## src/rtl/l1b_yanitlayici_pkg.sv

```systemverilog
// l1b_yanitlayici_pkg: shared widths and helpers for the L1 instruction
// responder slice.
//   PS_BIT             - fetch address width
//   VERI_BIT           - instruction / memory data width
//   L1B_AZAMI_BEKLEYEN - outstanding-request credit. It matches getir2's
//                        2-bit outstanding counter.
package l1b_yanitlayici_pkg;

  localparam int PS_BIT             = 32;
  localparam int VERI_BIT           = 32;
  localparam int L1B_AZAMI_BEKLEYEN = 3;

  // Memory is word addressed, so the byte offset is dropped.
  function automatic logic [PS_BIT-1:0] kelime_hizala(input logic [PS_BIT-1:0] adres);
    return {adres[PS_BIT-1:2], 2'b00};
  endfunction

endpackage

```

## src/rtl/l1b_yanitlayici_buyruk_fifo.sv

```systemverilog
// buyruk_fifo: a small circular FIFO that holds returned instruction words
// until getir2 takes them.
//   clk_i, rstn_i - clock, async active-low reset (clears pointers and count)
//   push, veri    - write veri at the tail (ignored when full)
//   pop           - drop the head (ignored when empty)
//   bas           - head word; reads 0 while empty so nothing stale leaks out
//   dolu          - occupancy
module buyruk_fifo
  import l1b_yanitlayici_pkg::*;
#(
  parameter int DERINLIK = L1B_AZAMI_BEKLEYEN,
  parameter int GENISLIK = VERI_BIT,
  localparam int SW = $clog2(DERINLIK + 1),
  localparam int PW = (DERINLIK > 1) ? $clog2(DERINLIK) : 1
) (
  input  logic                clk_i,
  input  logic                rstn_i,
  input  logic                push,
  input  logic [GENISLIK-1:0] veri,
  input  logic                pop,
  output logic [GENISLIK-1:0] bas,
  output logic [SW-1:0]       dolu
);

  logic [GENISLIK-1:0] mem [DERINLIK];
  logic [PW-1:0]       yaz_ptr, oku_ptr;
  logic                push_ok, pop_ok;

  assign push_ok = push && (dolu != SW'(DERINLIK));
  assign pop_ok  = pop  && (dolu != '0);
  assign bas     = (dolu != '0) ? mem[oku_ptr] : '0;

  // The depth need not be a power of two, so the pointers wrap explicitly.
  function automatic logic [PW-1:0] sonraki(input logic [PW-1:0] p);
    return (p == PW'(DERINLIK - 1)) ? '0 : p + PW'(1);
  endfunction

  always_ff @(posedge clk_i or negedge rstn_i) begin
    if (!rstn_i) begin
      yaz_ptr <= '0;
      oku_ptr <= '0;
      dolu    <= '0;
    end else begin
      if (push_ok) yaz_ptr <= sonraki(yaz_ptr);
      if (pop_ok)  oku_ptr <= sonraki(oku_ptr);
      case ({push_ok, pop_ok})
        2'b10:   dolu <= dolu + SW'(1);
        2'b01:   dolu <= dolu - SW'(1);
        default: dolu <= dolu;
      endcase
    end
  end

  // Storage has no reset. The count and the masking on bas keep it hidden.
  always_ff @(posedge clk_i) begin
    if (push_ok) mem[yaz_ptr] <= veri;
  end

endmodule

```

## src/rtl/l1b_yanitlayici.sv

```systemverilog
// l1b_yanitlayici: forwards getir1 fetch requests to backing memory and
// queues the in-order memory data for getir2. Acceptance is credit based:
// words in flight plus words queued never exceed AZAMI_BEKLEYEN.
//   clk_i, rstn_i                 - clock, async active-low reset
//   g1_istek_*                    - request from getir1 (adres/gecerli in, hazir out)
//   bellek_istek_*                - request to memory (adres/gecerli out, hazir in)
//   bellek_veri_i / _gecerli_i    - in-order read data strobe; cannot be stalled
//   g2_buyruk_*                   - instruction word to getir2 (valid/ready)
//   hata_o                        - sticky protocol error (stray or overflowing data)
module l1b_yanitlayici
  import l1b_yanitlayici_pkg::*;
#(
  parameter int AZAMI_BEKLEYEN = L1B_AZAMI_BEKLEYEN
) (
  input  logic                clk_i,
  input  logic                rstn_i,
  input  logic [PS_BIT-1:0]   g1_istek_adres_i,
  input  logic                g1_istek_gecerli_i,
  output logic                g1_istek_hazir_o,
  output logic [PS_BIT-1:0]   bellek_istek_adres_o,
  output logic                bellek_istek_gecerli_o,
  input  logic                bellek_istek_hazir_i,
  input  logic [VERI_BIT-1:0] bellek_veri_i,
  input  logic                bellek_veri_gecerli_i,
  output logic [VERI_BIT-1:0] g2_buyruk_o,
  output logic                g2_buyruk_gecerli_o,
  input  logic                g2_buyruk_hazir_i,
  output logic                hata_o
);

  localparam int SW = $clog2(AZAMI_BEKLEYEN + 1);
  localparam int BW = SW + 1;

  logic [SW-1:0] ucusta, dolu;
  logic [BW-1:0] bekleyen;
  logic          kabul, veri_ok, pop;

  assign bekleyen = {1'b0, ucusta} + {1'b0, dolu};

  // Gated by reset so no request leaks out while the block is held in reset.
  // The credit check uses registered counts only, so a pop in this cycle
  // frees its slot one cycle later.
  assign kabul = rstn_i && g1_istek_gecerli_i && bellek_istek_hazir_i &&
                 (bekleyen < BW'(AZAMI_BEKLEYEN));

  assign g1_istek_hazir_o       = kabul;
  assign bellek_istek_gecerli_o = kabul;
  assign bellek_istek_adres_o   = kelime_hizala(g1_istek_adres_i);

  // Data with nothing in flight (including leftovers from before a reset)
  // or with the queue already full is dropped.
  assign veri_ok = bellek_veri_gecerli_i && (ucusta != '0) &&
                   (dolu != SW'(AZAMI_BEKLEYEN));

  assign g2_buyruk_gecerli_o = (dolu != '0);
  assign pop                 = g2_buyruk_gecerli_o && g2_buyruk_hazir_i;

  buyruk_fifo #(
    .DERINLIK (AZAMI_BEKLEYEN),
    .GENISLIK (VERI_BIT)
  ) u_fifo (
    .clk_i  (clk_i),
    .rstn_i (rstn_i),
    .push   (veri_ok),
    .veri   (bellek_veri_i),
    .pop    (pop),
    .bas    (g2_buyruk_o),
    .dolu   (dolu)
  );

  always_ff @(posedge clk_i or negedge rstn_i) begin
    if (!rstn_i) begin
      ucusta <= '0;
      hata_o <= 1'b0;
    end else begin
      case ({kabul, veri_ok})
        2'b10:   ucusta <= ucusta + SW'(1);
        2'b01:   ucusta <= ucusta - SW'(1);
        default: ucusta <= ucusta;
      endcase
      if (bellek_veri_gecerli_i && !veri_ok) hata_o <= 1'b1;
    end
  end

endmodule

```

## config.mk

```make
export PLATFORM = sky130hd
export DESIGN_NAME = l1b_yanitlayici
export DESIGN_NICKNAME = d
export VERILOG_FILES = /design/src/rtl/l1b_yanitlayici_pkg.sv /design/src/rtl/l1b_yanitlayici_buyruk_fifo.sv /design/src/rtl/l1b_yanitlayici.sv
export SDC_FILE = /design/constraint.sdc
export NUM_CORES = 1
export LEC_CHECK = 0
export CAP_MARGIN = 20
export CORE_MARGIN = 4
export CORE_UTILIZATION = 35
export CTS_CLUSTER_DIAMETER = 80
export DETAILED_ROUTE_END_ITERATION = 10
export MAX_ROUTING_LAYER = met4
export PLACE_DENSITY = 0.66
export SKIP_LAST_GASP = 1
export SLEW_MARGIN = 30
export SYNTH_ARGS = -nofsm -noshare
export SYNTH_HDL_FRONTEND = slang
export SYNTH_HIERARCHICAL = 1
export SYNTH_SLANG_ARGS = --single-unit
```

## constraint.sdc

```tcl
create_clock -name clk_i -period 4.7 [get_ports clk_i]
set_clock_uncertainty 0.2 [all_clocks]
set_input_delay 0.47 -clock clk_i [delete_from_list [all_inputs] [get_ports clk_i]]
set_output_delay 0.47 -clock clk_i [all_outputs]
set_load 0.01 [all_outputs]
```

==> impl_metrics.yaml <==
die:
  core_area_um2: 12800
  fp.dieH_um: 123
  ios: 138
  initial_core_util_pct: 36.3
  die_width_um: 123
  die_area_um2: 15100
  rows: 41
critical_path:
  max_stage_delay_ns: 0.54
  criticalPathCategory: "reg2out"
  worstPathMaxFanout: 8
  worstPathArrival_ns: 2.39
  cp-end-kind: "primary output"
  start_kind: "register"
  cp_slowest_cell: "clkdlybuf4s50_1"
  required_ns: 4.03
  cp_cell_sequence: "ha_1 > fa_1 > nand4b_1 > a21o_1 > inv_1 > clkdlybuf4s50_1"
layout:
  nets: 401
  layout_common_cells: "edfxtp_1, clkdlybuf4s50_1, nor2_1"
  final_common_cell: "edfxtp_1"
  multi_input_area_um2: 1190
  fillCellCount: 1125
  diodes: 0
  drive_gt1_share_pct: 17.2
  seq_area_um2: 3120
  fin_area_um2: 5600
  syn_to_final_growth_pct: 20.9
global_route:
  grt_pass1_vias: 2399
  grt_pass1_wl_um: 12100
  grt.total_usage_pct: 11.2
  antenna_found_initial: 0
  grt-ovfl-total: 0
  grt_max_degree: 36
logic_synthesis:
  yosys-mux-area-fraction_pct: 16.9
  ys_ff_latch: 105
  synth_cells: 282
  synth_top_area_share_pct: 62.3
  synth-simple-area-share_pct: 4.32
  yosysWarnings: 6
  synth.cell_area_um2: 4630
  synthXorXnorAreaFrac_pct: 1.13
  synth_cell_types: 29
  synth_top_area_cell: "edfxtp_1"
  synth_compound_area_share_pct: 1.35
  ys_top_cells_by_area: "edfxtp_1, mux2_4, mux2i_1, buf_4, dfrtp_1"
  avgSynthCellArea_um2: 16.4
  ys_seq_area_share_pct: 67.1
  synth_top_family_by_area: "multiplexers"
  synthAdderAreaFrac_pct: 1.24
timing:
  min_period_ns: 3.06
  slew_violations: 0
  setup_ws_ns: 1.64
  finalCritPeriodShare_pct: 65.1
  setup_viol: 0
  fmax_mhz: 327
  tightest_slew_ns: 0.868
  setup-tns-final_ns: 0
  timing.hold.ws_ns: 0.243
  rsz0062_at_grt: "no"
  finalHoldViolCount: 0
  max-slew-margin-rel_pct: 42.0
min_path:
  hp-class: "in2async"
pwr:
  worst_ir_drop_vdd_uv: 295
  power_density_nw_per_um2: 611
  p_leak_nw: 1.99
route:
  ant_nets: 0
  drc: 0
  via_per_inst: 4.47
  routedWlPerCell_um: 15.8
  first_pass_iters: 4
  num_vias: 2249
  drtIter0Drc: 122
  drt-total-wl_um: 7940
status:
  status: "finished clean"
clocking:
  clkSlewWorstSetupHoldPaths_ns: 0.07
  cts_sinks: 105
  insertion_delay_ns: 0.34
  cts_hold_buf: 0
  htree_levels: 3
  cts_inserted_buffers: 9
  post_cts_buffers: 0
  cts_buffer_depth: 2
  clockRootBuffer: "clkbuf_16"
  tritoncts: "built"
  cts_resized: 0
place:
  gp_congestion: 0.738
  pre_cts_ws_ns: 1.82
  port_buffers: 73
  dp_hpwl_um: 4980
  dpl-instance-area_um2: 5290
flow_run:
  cap_viol_max_count: 0
-- report_power, final --
group	switching, mW	internal, mW
Clock	0.308	0.461
Sequential	0.210	1.22
Combinational	0.498	0.727
-- final cells by class --
type | instances | area share [%]
Timing Repair Buffer | 77 | 13.6
Inverter | 3 | 0.201
Tap cell | 172 | 3.84
Sequential cell | 105 | 55.7
Multi-Input combinational cell | 131 | 21.2
Clock buffer | 9 | 4.02
Clock inverter | 6 | 1.50
-- worst paths after layout --
kind                                                  from                       endpoint  slack, ns  depth (start not counted)
worst max-delay path            u_fifo/dolu[0]$_DFFE_PN0P_               g1_istek_hazir_o       1.64                          6
worst min-delay path                                rstn_i  u_fifo/yaz_ptr[0]$_DFFE_PN0P_       0.24                          1
worst max register to register  u_fifo/dolu[1]$_DFFE_PN0P_    u_fifo/mem[1][23]$_DFFE_PP_       2.32                          6
worst min register to register          hata_o$_DFFE_PN0P_             hata_o$_DFFE_PN0P_       0.27                          1
max in group asynchronous                           rstn_i  u_fifo/oku_ptr[0]$_DFFE_PN0P_       3.71                          1
min in group clk_i                      hata_o$_DFFE_PN0P_             hata_o$_DFFE_PN0P_       0.27                          1
-- through the flow --
step,power [mW],utilization [%],cells
after floorplan,2.21,-,283
after CTS,3.48,43.8,503
after detailed placement,2.70,41.4,488
after global placement,2.68,41.4,488
final,3.42,43.8,503
after global routing,3.63,43.8,503
-- routing by layer --
layer | track usage (%) | routed length, um | up-vias
li1 | - | - | 1075
met1 | 11.8 | 3200 | 1065
met2 | 18.3 | 3940 | 62
met3 | 2.52 | 426 | 47
met4 | 8.30 | 373 | 0
met5 | - | 0 | -
-- cells in the mapped netlist --
master    count
and2_1        1
a21o_1        5
dfrtp_1       9
mux2_4       27
buf_4        36
nor3_1        2
edfxtp_1     96
nand2_1       2
clkbuf_1      3
nand4b_1      1
xnor2_1       4
buf_6         1
fa_1          1
nor3b_2       1
xor2_1        2
buf_12        2
nand2b_1      1
nor2_1       36
conb_1        1
buf_8         1
buf_2         1
ha_1          3
o21ai_0       3
mux2i_1      32
inv_1         3
mux2_2        5
a21bo_2       1
or2_2         1
nor3b_1       1
-- logic make-up (layout without fill, tap and decap cells) --
family	after synthesis	in the layout
simple gates	46	46
other cells	1	2
flops	105	105
xor+xnor	6	6
mux	64	64
fa+ha+maj	4	4
buf+inv	47	95
compound gates	9	9
-- sequential cells by signal (all words and copies together), names as in the netlist --
name            cells
u_fifo/mem         96
hata_o              1
ucusta              2
u_fifo/oku_ptr      2
u_fifo/yaz_ptr      2
u_fifo/dolu         2
-- worst max-delay path: cells and delay by family, from the launching register on --
kind / cells / cell delay (ns)
AND/OR/NAND/NOR: 1 / 0.17
buffers and inverters: 2 / 0.61
flip-flops: 1 / 0.49
AO/OA/AOI/OAI: 1 / 0.19
adder cells (fa/ha/maj): 2 / 0.60
Note: power is estimated with default switching activity, not from simulation.
